## src/rtl/regfile_wport_arbiter.sv

```systemverilog
// rtl/regfile_wport_arbiter.sv - register-file write-port arbiter: pipeline, 1-entry lu holding buffer, optional clear
// Optional feature macro: REGFILE_CLEAR_EN (zero addresses 1..max after reset)
module regfile_wport_arbiter #(
  parameter int ADDRESS_WIDTH = 5,
  parameter int DATA_WIDTH    = 32,
  parameter int STARVE_LIMIT  = 4
) (
  input  logic                     clk,
  input  logic                     rst_n,
  input  logic                     wb_en,
  input  logic [ADDRESS_WIDTH-1:0] wb_ad,
  input  logic [DATA_WIDTH-1:0]    wb_wd,
  input  logic                     lu_valid,
  output logic                     lu_ready,
  input  logic [ADDRESS_WIDTH-1:0] lu_ad,
  input  logic [DATA_WIDTH-1:0]    lu_wd,
  output logic                     we3,
  output logic [ADDRESS_WIDTH-1:0] ad3,
  output logic [DATA_WIDTH-1:0]    wd3,
  output logic                     lu_pend,
  output logic [ADDRESS_WIDTH-1:0] lu_pend_ad,
  output logic                     stall_req,
  output logic                     busy
);

  typedef enum logic [1:0] {INIT, IDLE, HELD} state_t;

  localparam logic [3:0] LIMIT = 4'(STARVE_LIMIT);

  state_t                  state;
  logic [ADDRESS_WIDTH-1:0] buf_ad;
  logic [DATA_WIDTH-1:0]    buf_wd;
  logic [3:0]               age;
  logic [3:0]               age_nxt;
  logic                     pipe_req;
  logic                     lu_wr;

`ifdef REGFILE_CLEAR_EN
  logic [ADDRESS_WIDTH-1:0] clr_ad;
  localparam state_t RESET_STATE = INIT;
  assign busy = (state == INIT);
`else
  localparam state_t RESET_STATE = IDLE;
  assign busy = 1'b0;
`endif

  // IDLE is the only state that is both out of INIT and has an empty buffer.
  assign lu_ready   = (state == IDLE);
  assign pipe_req   = wb_en && (wb_ad != '0) && (state != INIT);
  assign lu_wr      = lu_valid && lu_ready && (lu_ad != '0);
  assign lu_pend    = (state == HELD);
  assign lu_pend_ad = buf_ad;
  assign age_nxt    = (age == 4'hF) ? age : age + 4'd1;

  always_ff @(posedge clk) begin
    if (!rst_n) begin
      state     <= RESET_STATE;
      we3       <= 1'b0;
      ad3       <= '0;
      wd3       <= '0;
      buf_ad    <= '0;
      buf_wd    <= '0;
      age       <= '0;
      stall_req <= 1'b0;
`ifdef REGFILE_CLEAR_EN
      clr_ad    <= ADDRESS_WIDTH'(1);
`endif
    end else begin
      we3 <= 1'b0;
      case (state)
        INIT: begin
`ifdef REGFILE_CLEAR_EN
          // clr_ad wraps to 0 after the top address; that extra cycle keeps busy over the last write.
          if (clr_ad != '0) begin
            we3    <= 1'b1;
            ad3    <= clr_ad;
            wd3    <= '0;
            clr_ad <= clr_ad + ADDRESS_WIDTH'(1);
          end else begin
            state <= IDLE;
          end
`else
          state <= IDLE;
`endif
        end
        IDLE: begin
          if (pipe_req) begin
            we3 <= 1'b1;
            ad3 <= wb_ad;
            wd3 <= wb_wd;
            if (lu_wr) begin
              buf_ad <= lu_ad;
              buf_wd <= lu_wd;
              state  <= HELD;
            end
          end else if (lu_wr) begin
            we3 <= 1'b1;
            ad3 <= lu_ad;
            wd3 <= lu_wd;
          end
        end
        HELD: begin
          if (pipe_req) begin
            we3       <= 1'b1;
            ad3       <= wb_ad;
            wd3       <= wb_wd;
            age       <= age_nxt;
            stall_req <= (age_nxt >= LIMIT);
          end else begin
            we3       <= 1'b1;
            ad3       <= buf_ad;
            wd3       <= buf_wd;
            buf_ad    <= '0;
            age       <= '0;
            stall_req <= 1'b0;
            state     <= IDLE;
          end
        end
        default: state <= IDLE;
      endcase
    end
  end

endmodule

```

## config.mk

```make
export PLATFORM = sky130hd
export DESIGN_NAME = regfile_wport_arbiter
export DESIGN_NICKNAME = d
export VERILOG_FILES = /design/src/rtl/regfile_wport_arbiter.sv
export SDC_FILE = /design/constraint.sdc
export NUM_CORES = 1
export LEC_CHECK = 0
export ABC_AREA = 1
export CAP_MARGIN = 20
export CORE_MARGIN = 8
export CORE_UTILIZATION = 40
export CTS_CLUSTER_DIAMETER = 150
export CTS_CLUSTER_SIZE = 28
export DETAILED_ROUTE_END_ITERATION = 10
export PLACE_DENSITY = 0.81
export SYNTH_ARGS = -nofsm -noshare
export SYNTH_HDL_FRONTEND = slang
export SYNTH_SLANG_ARGS = --single-unit
```

## constraint.sdc

```tcl
create_clock -name clk -period 1.8 [get_ports clk]
set_input_delay 0.36 -clock clk [delete_from_list [all_inputs] [get_ports clk]]
set_output_delay 0.36 -clock clk [all_outputs]
set_load 0.01 [all_outputs]
```

==> results.py, run 1 <==
metrics = {
    "floorplanning": {
        "start_util_pct": 40.6,
        "dieHeight_um": 117,
        "dieArea_mm2": 0.0138,
        "core_mm2": 0.0101,
        "std_cell_rows": 37,
        "io_pins": 125,
        "die_x_um": 117,
    },
    "yosys": {
        "synth_fp_nets": 722,
        "yosysTopAreaCell": "dfxtp_1",
        "async_flop_share_pct": 0,
        "yosys_register_bits": 82,
        "synth.area.mux_share_pct": 0,
        "ys_seq_area_share_pct": 39.9,
        "netlist.area_leader.share_pct": 39.9,
        "synth_top_cells_by_count": "nand2_1 (205), nor2_1 (97), dfxtp_1 (82)",
        "synth_compound_area_share_pct": 17.1,
        "synth_area_leaders": "dfxtp_1 (40%), nand2_1 (19%), nor2_1 (8.8%)",
        "synthCells": 640,
        "synth-edff-count": 0,
        "yosys_warnings": 0,
        "synthXorXnorAreaFrac_pct": 0,
        "synth_cell_types": 24,
        "synth_top_family_by_area": "simple AND/OR/NAND/NOR gates",
        "synthSimpleGateAreaFrac_pct": 32.3,
        "syn_area_mm2": 0.00412,
        "avgSynthCellArea_um2": 6.44,
        "post-synth-top-count-cell": "nand2_1",
        "synthAdderAreaFrac_pct": 1.22,
        "ys.flop_type": "dfxtp_1",
    },
    "setup_path": {
        "end_kind": "flip-flop",
        "cp-start-kind": "flip-flop",
        "critPathKind": "reg -> reg",
        "crit_required_ps": 2050,
        "cp_slowest_cell": "dfxtp_1",
        "cp_max_fo": 22,
        "arrival_ps": 1930,
        "path_cells": "inv_1 -> ha_1 -> nor2_4 -> nand2_4 -> nand3_4 -> nand2_2 -> buf_12 -> o21ai_0 -> nor2_1",
        "slowest_delay_ps": 340,
    },
    "drt": {
        "vias": 4384,
        "drt-met1-wl_um": 5520,
        "drtIter0Drc": 355,
        "wl_met2_um": 6030,
        "dr.pass1.iters": 5,
        "wire_per_inst_um": 14.2,
        "antenna_left": 0,
        "drc": 0,
        "wl_um": 12700,
        "top_layer_used": "met4",
        "dr_wl_met3_um": 710,
        "via_per_inst": 4.90,
    },
    "final_layout": {
        "fillCellCount": 943,
        "layout-drive-gt1-share_pct": 6.72,
        "n_antenna_cell": 0,
        "syn_to_final_growth_pct": 39.7,
        "stdcell_area_mm2": 0.00576,
        "layout.nets": 837,
    },
    "sta": {
        "clock.fmax_mhz": 594,
        "maxSlewViolCount": 0,
        "fin_skew_ps": 7.77,
        "fin_crit_ps": 1680,
        "fin_crit_sh_pct": 93.5,
        "setup_viol": 0,
        "hold_viol_final": 0,
        "rsz0062_at_grt": "false",
        "setup_slack_ps": 117,
    },
    "clocking": {
        "cts-root-buf": "clkbuf_8",
        "post_cts_buffers": 0,
        "numCtsBuffers": 9,
        "clockBufferDepth": 2,
        "cts_tree": "built",
        "clkSinkCount": 82,
        "clk_latency_ps": 350,
        "h-tree-depth": 3,
        "cts.clk_slew.worst_paths_ps": 80,
        "postCtsHoldBufs": 0,
    },
    "power": {
        "total_power_mw": 5.49,
        "powerDensity_mw_per_mm2": 953,
        "p_leak_nw": 2.63,
        "max-vdd-ir-drop_mv": 0.488,
    },
    "place": {
        "hpwl_um": 9580,
        "gp_congestion": 0.908,
        "dp_worst_setup_slack_ps": -169,
        "port_buffers": 123,
        "dpl_cell_area_mm2": 0.00556,
    },
    "global_route": {
        "grt_first_pass_wirelength_um": 20700,
        "grt_pass1_vias": 4275,
        "grt_use_total_pct": 18.1,
        "grt_max_degree": 79,
        "grt-ovfl-total": 0,
        "grt_antenna_before_repair": 0,
    },
    "run": {
        "maxCapViolations": 0,
    },
    "worst_hold_path": {
        "hold_path.class": "reg -> reg",
    },
    "outcome": {
        "status": "complete, no violations",
    },
}
per-stage QoR:
step	instances	utilization (%)	hold WS [ps]	setup TNS, ps
final	895	56.8	482	0
after global routing	895	56.8	510	0
after global placement	880	54.8	462	-1760
after CTS	895	56.7	487	0
after detailed placement	880	54.8	468	-4570
after floorplan	640	-	461	0
per-layer routing:
| metal | global-route usage (%) | vias to the layer above |
|---|---|---|
| met5 | 0 | - |
| met2 | 29.5 | 147 |
| li1 | - | 2258 |
| met3 | 3.88 | 29 |
| met1 | 22.1 | 1950 |
| met4 | 9.53 | 0 |
kinds of logic (layout without fill, tap and decap cells):
group / count (synthesis) / in the layout
DFF: 82 / 82
buffers and inverters: 82 / 201
AOI/OAI and AO/OA: 139 / 139
other: 1 / 1
and+or+nand+nor: 332 / 332
adders and majority gates: 4 / 4
power breakdown:
part,leakage [nW],internal (mW),switching (mW)
combinational,1.86,0.955,0.976
sequential,0.677,2.11,0.166
clock,0.0962,0.668,0.616
total,2.63,3.73,1.76
critical path: cells and delay by family, from the launching register on:
kind                     cells  cell delay (ps)
buffers and inverters        2              280
flip-flops                   1              340
AND/OR/NAND/NOR              5              540
adder cells (fa/ha/maj)      1              240
AO/OA/AOI/OAI                1              190
final timing paths:
| path | startpoint | end | slack, ps | depth (start not counted) |
|---|---|---|---|---|
| setup reg to reg | state[0]$_SDFFE_PN1P_ | wd3[6]$_SDFFE_PN0P_ | 120 | 9 |
| hold reg to reg | wd3[31]$_SDFFE_PN0P_ | wd3[31]$_SDFFE_PN0P_ | 480 | 2 |
| hold / removal | wd3[31]$_SDFFE_PN0P_ | wd3[31]$_SDFFE_PN0P_ | 480 | 2 |
| setup / recovery | state[0]$_SDFFE_PN1P_ | wd3[6]$_SDFFE_PN0P_ | 120 | 9 |
final cells by class:
type / instances / area (um^2) / area share [%]
clock buffer: 12 / 145 / 2.52
clock inverter: 3 / 40.0 / 0.696
inverter: 38 / 143 / 2.48
multi-input combinational: 476 / 2100 / 36.5
sequential: 82 / 1640 / 28.5
tap: 136 / 170 / 2.96
timing repair buffer: 148 / 1520 / 26.3
flip-flops by register name (all words and copies together) (netlist names):
signal,count
ad3,5
age,4
buf_wd,32
lu_pend_ad,5
stall_req,1
state,2
wd3,32
we3,1
cells in the final DEF (no fill, tap or decap):
cell / netlist / final
a21oi_1: 53 / 53
a31oi_1: 2 / 2
buf_12: 0 / 8
buf_2: 15 / 1
buf_4: 7 / 16
buf_6: 5 / 1
bufinv_16: 0 / 1
clkbuf_1: 16 / 2
clkbuf_8: 0 / 10
clkdlybuf4s50_1: 0 / 120
clkinv_2: 0 / 2
conb_1: 1 / 1
dfxtp_1: 82 / 81
dfxtp_2: 0 / 1
dlygate4sd2_1: 0 / 2
ha_1: 4 / 3
ha_4: 0 / 1
inv_1: 35 / 35
inv_2: 3 / 3
nand2_1: 205 / 205
nand2_2: 1 / 1
nand2_4: 2 / 2
nand3_1: 22 / 22
nand3_2: 1 / 1
nand3_4: 1 / 1
nor2_1: 97 / 97
nor2_4: 2 / 2
nor3b_1: 1 / 1
o21a_1: 2 / 2
o21ai_0: 53 / 53
o21ai_1: 29 / 29
what timing repair did:
action / 4_1_cts / 5_1_grt
resized for setup: 3 / 2
endpoints found under the setup margin: 2 / 3
endpoints found under the hold margin: 0 / 0
Note: power is estimated with default switching activity, not from simulation.
==> run 2: changes to the inputs <==
Settings changed: CTS_BUF_LIST set to sky130_fd_sc_hd__clkbuf_4 sky130_fd_sc_hd__clkbuf_8 sky130_fd_sc_hd__clkbuf_16.
==> results.py, run 2 (same netlist as run 1, synthesis figures left out) <==
metrics = {
    "power": {
        "pwr-share-comb_pct": 35.0,
        "powerDensity_mw_per_mm2": 957,
        "seqPwrFrac_pct": 41.2,
        "p_int_mw": 3.76,
        "p_leak_nw": 2.64,
        "pwr-share-clk_pct": 23.8,
        "total_power_mw": 5.52,
        "p_sw_mw": 1.76,
        "p_sw_share_pct": 31.8,
        "max-vdd-ir-drop_mv": 0.485,
    },
    "setup_path": {
        "end_kind": "flip-flop",
        "ff2ff_path_depth": 9,
        "arrival_ps": 1930,
        "crit_required_ps": 2040,
        "cp_max_fo": 22,
        "cp-start-kind": "flip-flop",
        "critPathKind": "reg -> reg",
    },
    "final_layout": {
        "n_antenna_cell": 0,
        "layout-drive-gt1-share_pct": 6.98,
        "post-route-util_pct": 56.8,
        "syn_to_final_growth_pct": 39.9,
        "layout_commonest_cell": "nand2_1",
        "layout.nets": 837,
        "stdcell_area_mm2": 0.00576,
        "finalNonFillerCells": 895,
        "largestRegisters": "buf_wd: 32 flops, wd3: 32 flops",
        "final_cell_mix": "nand2_1 (205), clkdlybuf4s50_1 (120), nor2_1 (97)",
    },
    "worst_hold_path": {
        "hold_path.class": "reg -> reg",
        "whs_path_depth": 2,
    },
    "floorplanning": {
        "std_cell_rows": 37,
        "start_util_pct": 40.6,
        "core_mm2": 0.0101,
        "dieArea_mm2": 0.0138,
        "io_pins": 125,
        "die_x_um": 117,
        "dieHeight_um": 117,
    },
    "run": {
        "maxCapViolations": 0,
    },
    "sta": {
        "whs_ps": 482,
        "fin_skew_ps": 6.59,
        "fin_crit_ps": 1690,
        "fin_crit_sh_pct": 93.7,
        "maxSlewViolCount": 0,
        "setup_tns_ps": 0,
        "setup_slack_ps": 113,
        "rsz0062_at_grt": "false",
        "setup_viol": 0,
        "clock.fmax_mhz": 593,
        "hold_viol_final": 0,
    },
    "global_route": {
        "grt_first_pass_wirelength_um": 20700,
        "grt_antenna_before_repair": 0,
        "grt-ovfl-total": 0,
        "grt_use_total_pct": 18.2,
        "grt_pass1_vias": 4281,
        "grt_max_degree": 79,
    },
    "drt": {
        "wl_um": 12700,
        "vias": 4352,
        "wire_per_inst_um": 14.2,
        "drtIter0Drc": 347,
        "antenna_left": 0,
        "dr.pass1.iters": 6,
        "via_per_inst": 4.86,
        "drc": 0,
    },
    "clocking": {
        "numCtsBuffers": 9,
        "postCtsHoldBufs": 0,
        "cts.clk_slew.worst_paths_ps": 80,
        "clockBufferDepth": 2,
        "cts-root-buf": "clkbuf_8",
        "clkSinkCount": 82,
        "h-tree-depth": 3,
        "clk_latency_ps": 350,
        "cts_tree": "built",
    },
    "place": {
        "hpwl_um": 9580,
        "port_buffers": 123,
        "gp_congestion": 0.908,
        "dp_worst_setup_slack_ps": -169,
        "dpl.cell_count": 880,
        "dpl_cell_area_mm2": 0.00556,
    },
    "outcome": {
        "status": "complete, no violations",
    },
}
[run 2: cell counts in the layout (fill, tap and decap cells not counted)]
No cell type changed its count.
[run 2: path summary, 6_finish.rpt]
check	startpoint	endpoint	slack (ps)
max	state[0]$_SDFFE_PN1P_	wd3[6]$_SDFFE_PN0P_	110
min	wd3[25]$_SDFFE_PN0P_	wd3[25]$_SDFFE_PN0P_	480
max reg2reg	state[0]$_SDFFE_PN1P_	wd3[6]$_SDFFE_PN0P_	110
min reg2reg	wd3[25]$_SDFFE_PN0P_	wd3[25]$_SDFFE_PN0P_	480
[run 2: repair_timing]
action / CTS / global route
pin swaps: 0 / 0
setup buffers: 0 / 0
gates resized for setup: 3 / 2
endpoints found under the setup margin: 2 / 3
[run 2: power by group through the flow]
stage	clock network, mW	logic, mW	registers [mW]
after floorplan	0	0.920	2.38
after global placement	0	1.90	2.30
after detailed placement	0	1.94	2.31
after CTS	1.33	1.94	2.27
after global routing	1.41	2.13	2.30
final	1.31	1.93	2.27
[run 2: cell type report]
type	count	area (um^2)
fill	937	4380
clock buffer	12	153
tap	136	170
sequential	82	1640
inverter	38	143
clock inverter	3	40.0
multi-input combinational	476	2100
timing repair buffer	148	1520
[run 2: worst max-delay path, stage by stage, from the launching register on]
cell and delay, ps:
dfxtp_1 340, inv_1 100, ha_1 240, nor2_4 140, nand2_4 110, nand3_4 120
nand2_2 110, buf_12 180, o21ai_0 190, nor2_1 60
[run 2: per-layer routing]
| metal | global-route usage [%] | routed length [um] |
|---|---|---|
| met1 | 22.2 | 5590 |
| met2 | 29.5 | 6080 |
| met3 | 3.88 | 593 |
| met4 | 9.53 | 430 |
| met5 | 0 | 0 |
==> run 3: changes to the inputs <==
Settings changed: PLACE_DENSITY 0.81 to 0.7.
==> results.py, run 3 (same netlist as run 1, synthesis figures left out) <==
metrics = {
    "final_layout": {
        "post-route-util_pct": 57.1,
        "multi_input_area_mm2": 0.00209,
        "n_antenna_cell": 0,
        "seqCellArea_mm2": 0.00164,
        "final_cell_mix": "nand2_1 (205), clkdlybuf4s50_1 (120), nor2_1 (97)",
        "fillCellCount": 972,
        "largestRegisters": "buf_wd: 32 flops, wd3: 32 flops",
        "layout_commonest_cell": "nand2_1",
        "finalNonFillerCells": 900,
        "syn_to_final_growth_pct": 40.6,
        "layout-drive-gt1-share_pct": 7.59,
        "layout.nets": 841,
    },
    "global_route": {
        "grt_antenna_before_repair": 0,
        "grt_pass1_vias": 4143,
        "grt-ovfl-total": 0,
        "grt_max_degree": 79,
        "grt_first_pass_wirelength_um": 20500,
        "grt_use_total_pct": 17.4,
    },
    "power": {
        "max-vdd-ir-drop_mv": 0.508,
        "p_leak_nw": 2.65,
        "powerDensity_mw_per_mm2": 990,
    },
    "drt": {
        "vias": 4346,
        "via_per_inst": 4.83,
        "drtIter0Drc": 224,
        "wire_per_inst_um": 13.6,
        "wl_um": 12200,
        "antenna_left": 0,
        "dr.pass1.iters": 4,
        "drc": 0,
    },
    "setup_path": {
        "path_buf_inv": 2,
        "slowest_delay_ps": 320,
        "critPathKind": "reg -> out",
        "end_kind": "output port",
        "critPathTopFamily": "buffers and inverters",
        "cp-start-kind": "flip-flop",
        "path_cells": "inv_1 -> ha_2 -> dlygate4sd2_1",
        "crit_required_ps": 1440,
        "r2r_start": "state[0]$_SDFFE_PN1P_",
        "cp_max_fo": 4,
        "arrival_ps": 1310,
        "startpoint": "state[0]$_SDFFE_PN1P_",
        "cp_slowest_cell": "dfxtp_1",
    },
    "place": {
        "gp_congestion": 0.790,
        "dpl.cell_count": 884,
        "port_buffers": 123,
        "hpwl_um": 8970,
    },
    "floorplanning": {
        "io_pins": 125,
        "core_mm2": 0.0101,
        "dieHeight_um": 117,
        "std_cell_rows": 37,
        "die_x_um": 117,
        "start_util_pct": 40.6,
        "dieArea_mm2": 0.0138,
    },
    "clocking": {
        "postCtsHoldBufs": 0,
        "clockBufferDepth": 2,
        "clkSinkCount": 82,
        "post_cts_buffers": 0,
        "cts.clk_slew.worst_paths_ps": 90,
        "numCtsBuffers": 9,
        "cts_tree": "built",
        "cts-root-buf": "clkbuf_8",
        "clk_latency_ps": 350,
        "h-tree-depth": 3,
    },
    "sta": {
        "clock.fmax_mhz": 599,
        "setup_viol": 0,
        "fin_crit_ps": 1670,
        "fin_skew_ps": 12.1,
        "fin_crit_sh_pct": 92.8,
        "hold_viol_final": 0,
        "rsz0062_at_grt": "false",
        "maxSlewViolCount": 0,
    },
    "run": {
        "maxCapViolations": 0,
    },
    "worst_hold_path": {
        "hp-start": "wd3[23]$_SDFFE_PN0P_",
        "hold_path.class": "reg -> reg",
    },
    "outcome": {
        "status": "complete, no violations",
    },
}
## run 3: cell types whose count changed in the layout (fill, tap and decap cells not counted), sizes merged
cell,change
buf,+4
bufinv,+1
clkinv,-2
clkinvlp,+2
## run 3: through the flow
step	instance area [um^2]	total power [mW]	worst slack (ps)	hold WS (ps)	TNS, ps
floorplan	4120	3.30	223	461	0
global placement	5560	4.21	-74.7	467	-2020
detailed placement	5560	4.25	-135	475	-4590
CTS	5790	5.78	104	489	0
global route	5790	6.07	14.0	504	0
finish	5790	5.73	130	492	0
## run 3: metal layers
layer	up-vias	track usage (%)	part of all wire [%]
li1	2256	-	-
met1	1951	22.0	45
met2	127	28.8	48
met3	12	3.79	5.8
met4	0	5.76	1.2
met5	-	0	0
## run 3: power by group
group | total [mW] | switching [mW] | internal [mW]
combinational | 1.93 | 0.967 | 0.963
clock | 1.53 | 0.677 | 0.852
sequential | 2.27 | 0.165 | 2.11
## run 3: layout make-up
type                    count  share of cell area [%]
multi-input cells         476                    36.1
flip-flops and latches     82                    28.3
repair buffers            152                    26.2
well taps                 136                    2.94
clock buffers              12                    2.64
inverters                  38                    2.46
clock inverters             4                    1.30
## run 3: path summary, 6_finish.rpt
path / endpoint / slack, ps / depth (start not counted)
worst max-delay path: lu_pend / 130 / 3
worst min-delay path: wd3[23]$_SDFFE_PN0P_ / 490 / 2
worst max register to register: lu_pend_ad[1]$_SDFFE_PN0P_ / 160 / 10
worst min register to register: wd3[23]$_SDFFE_PN0P_ / 490 / 2
## run 3: what timing repair did
item	CTS	global route
gates resized for setup	3	0
endpoints found under the hold margin	0	0
endpoints found under the setup margin	2	0
## run 3: worst min-delay path, stage by stage (launching register included)
cell     delay [ps]
dfxtp_1         330
a21oi_1          50
nor2_1           80
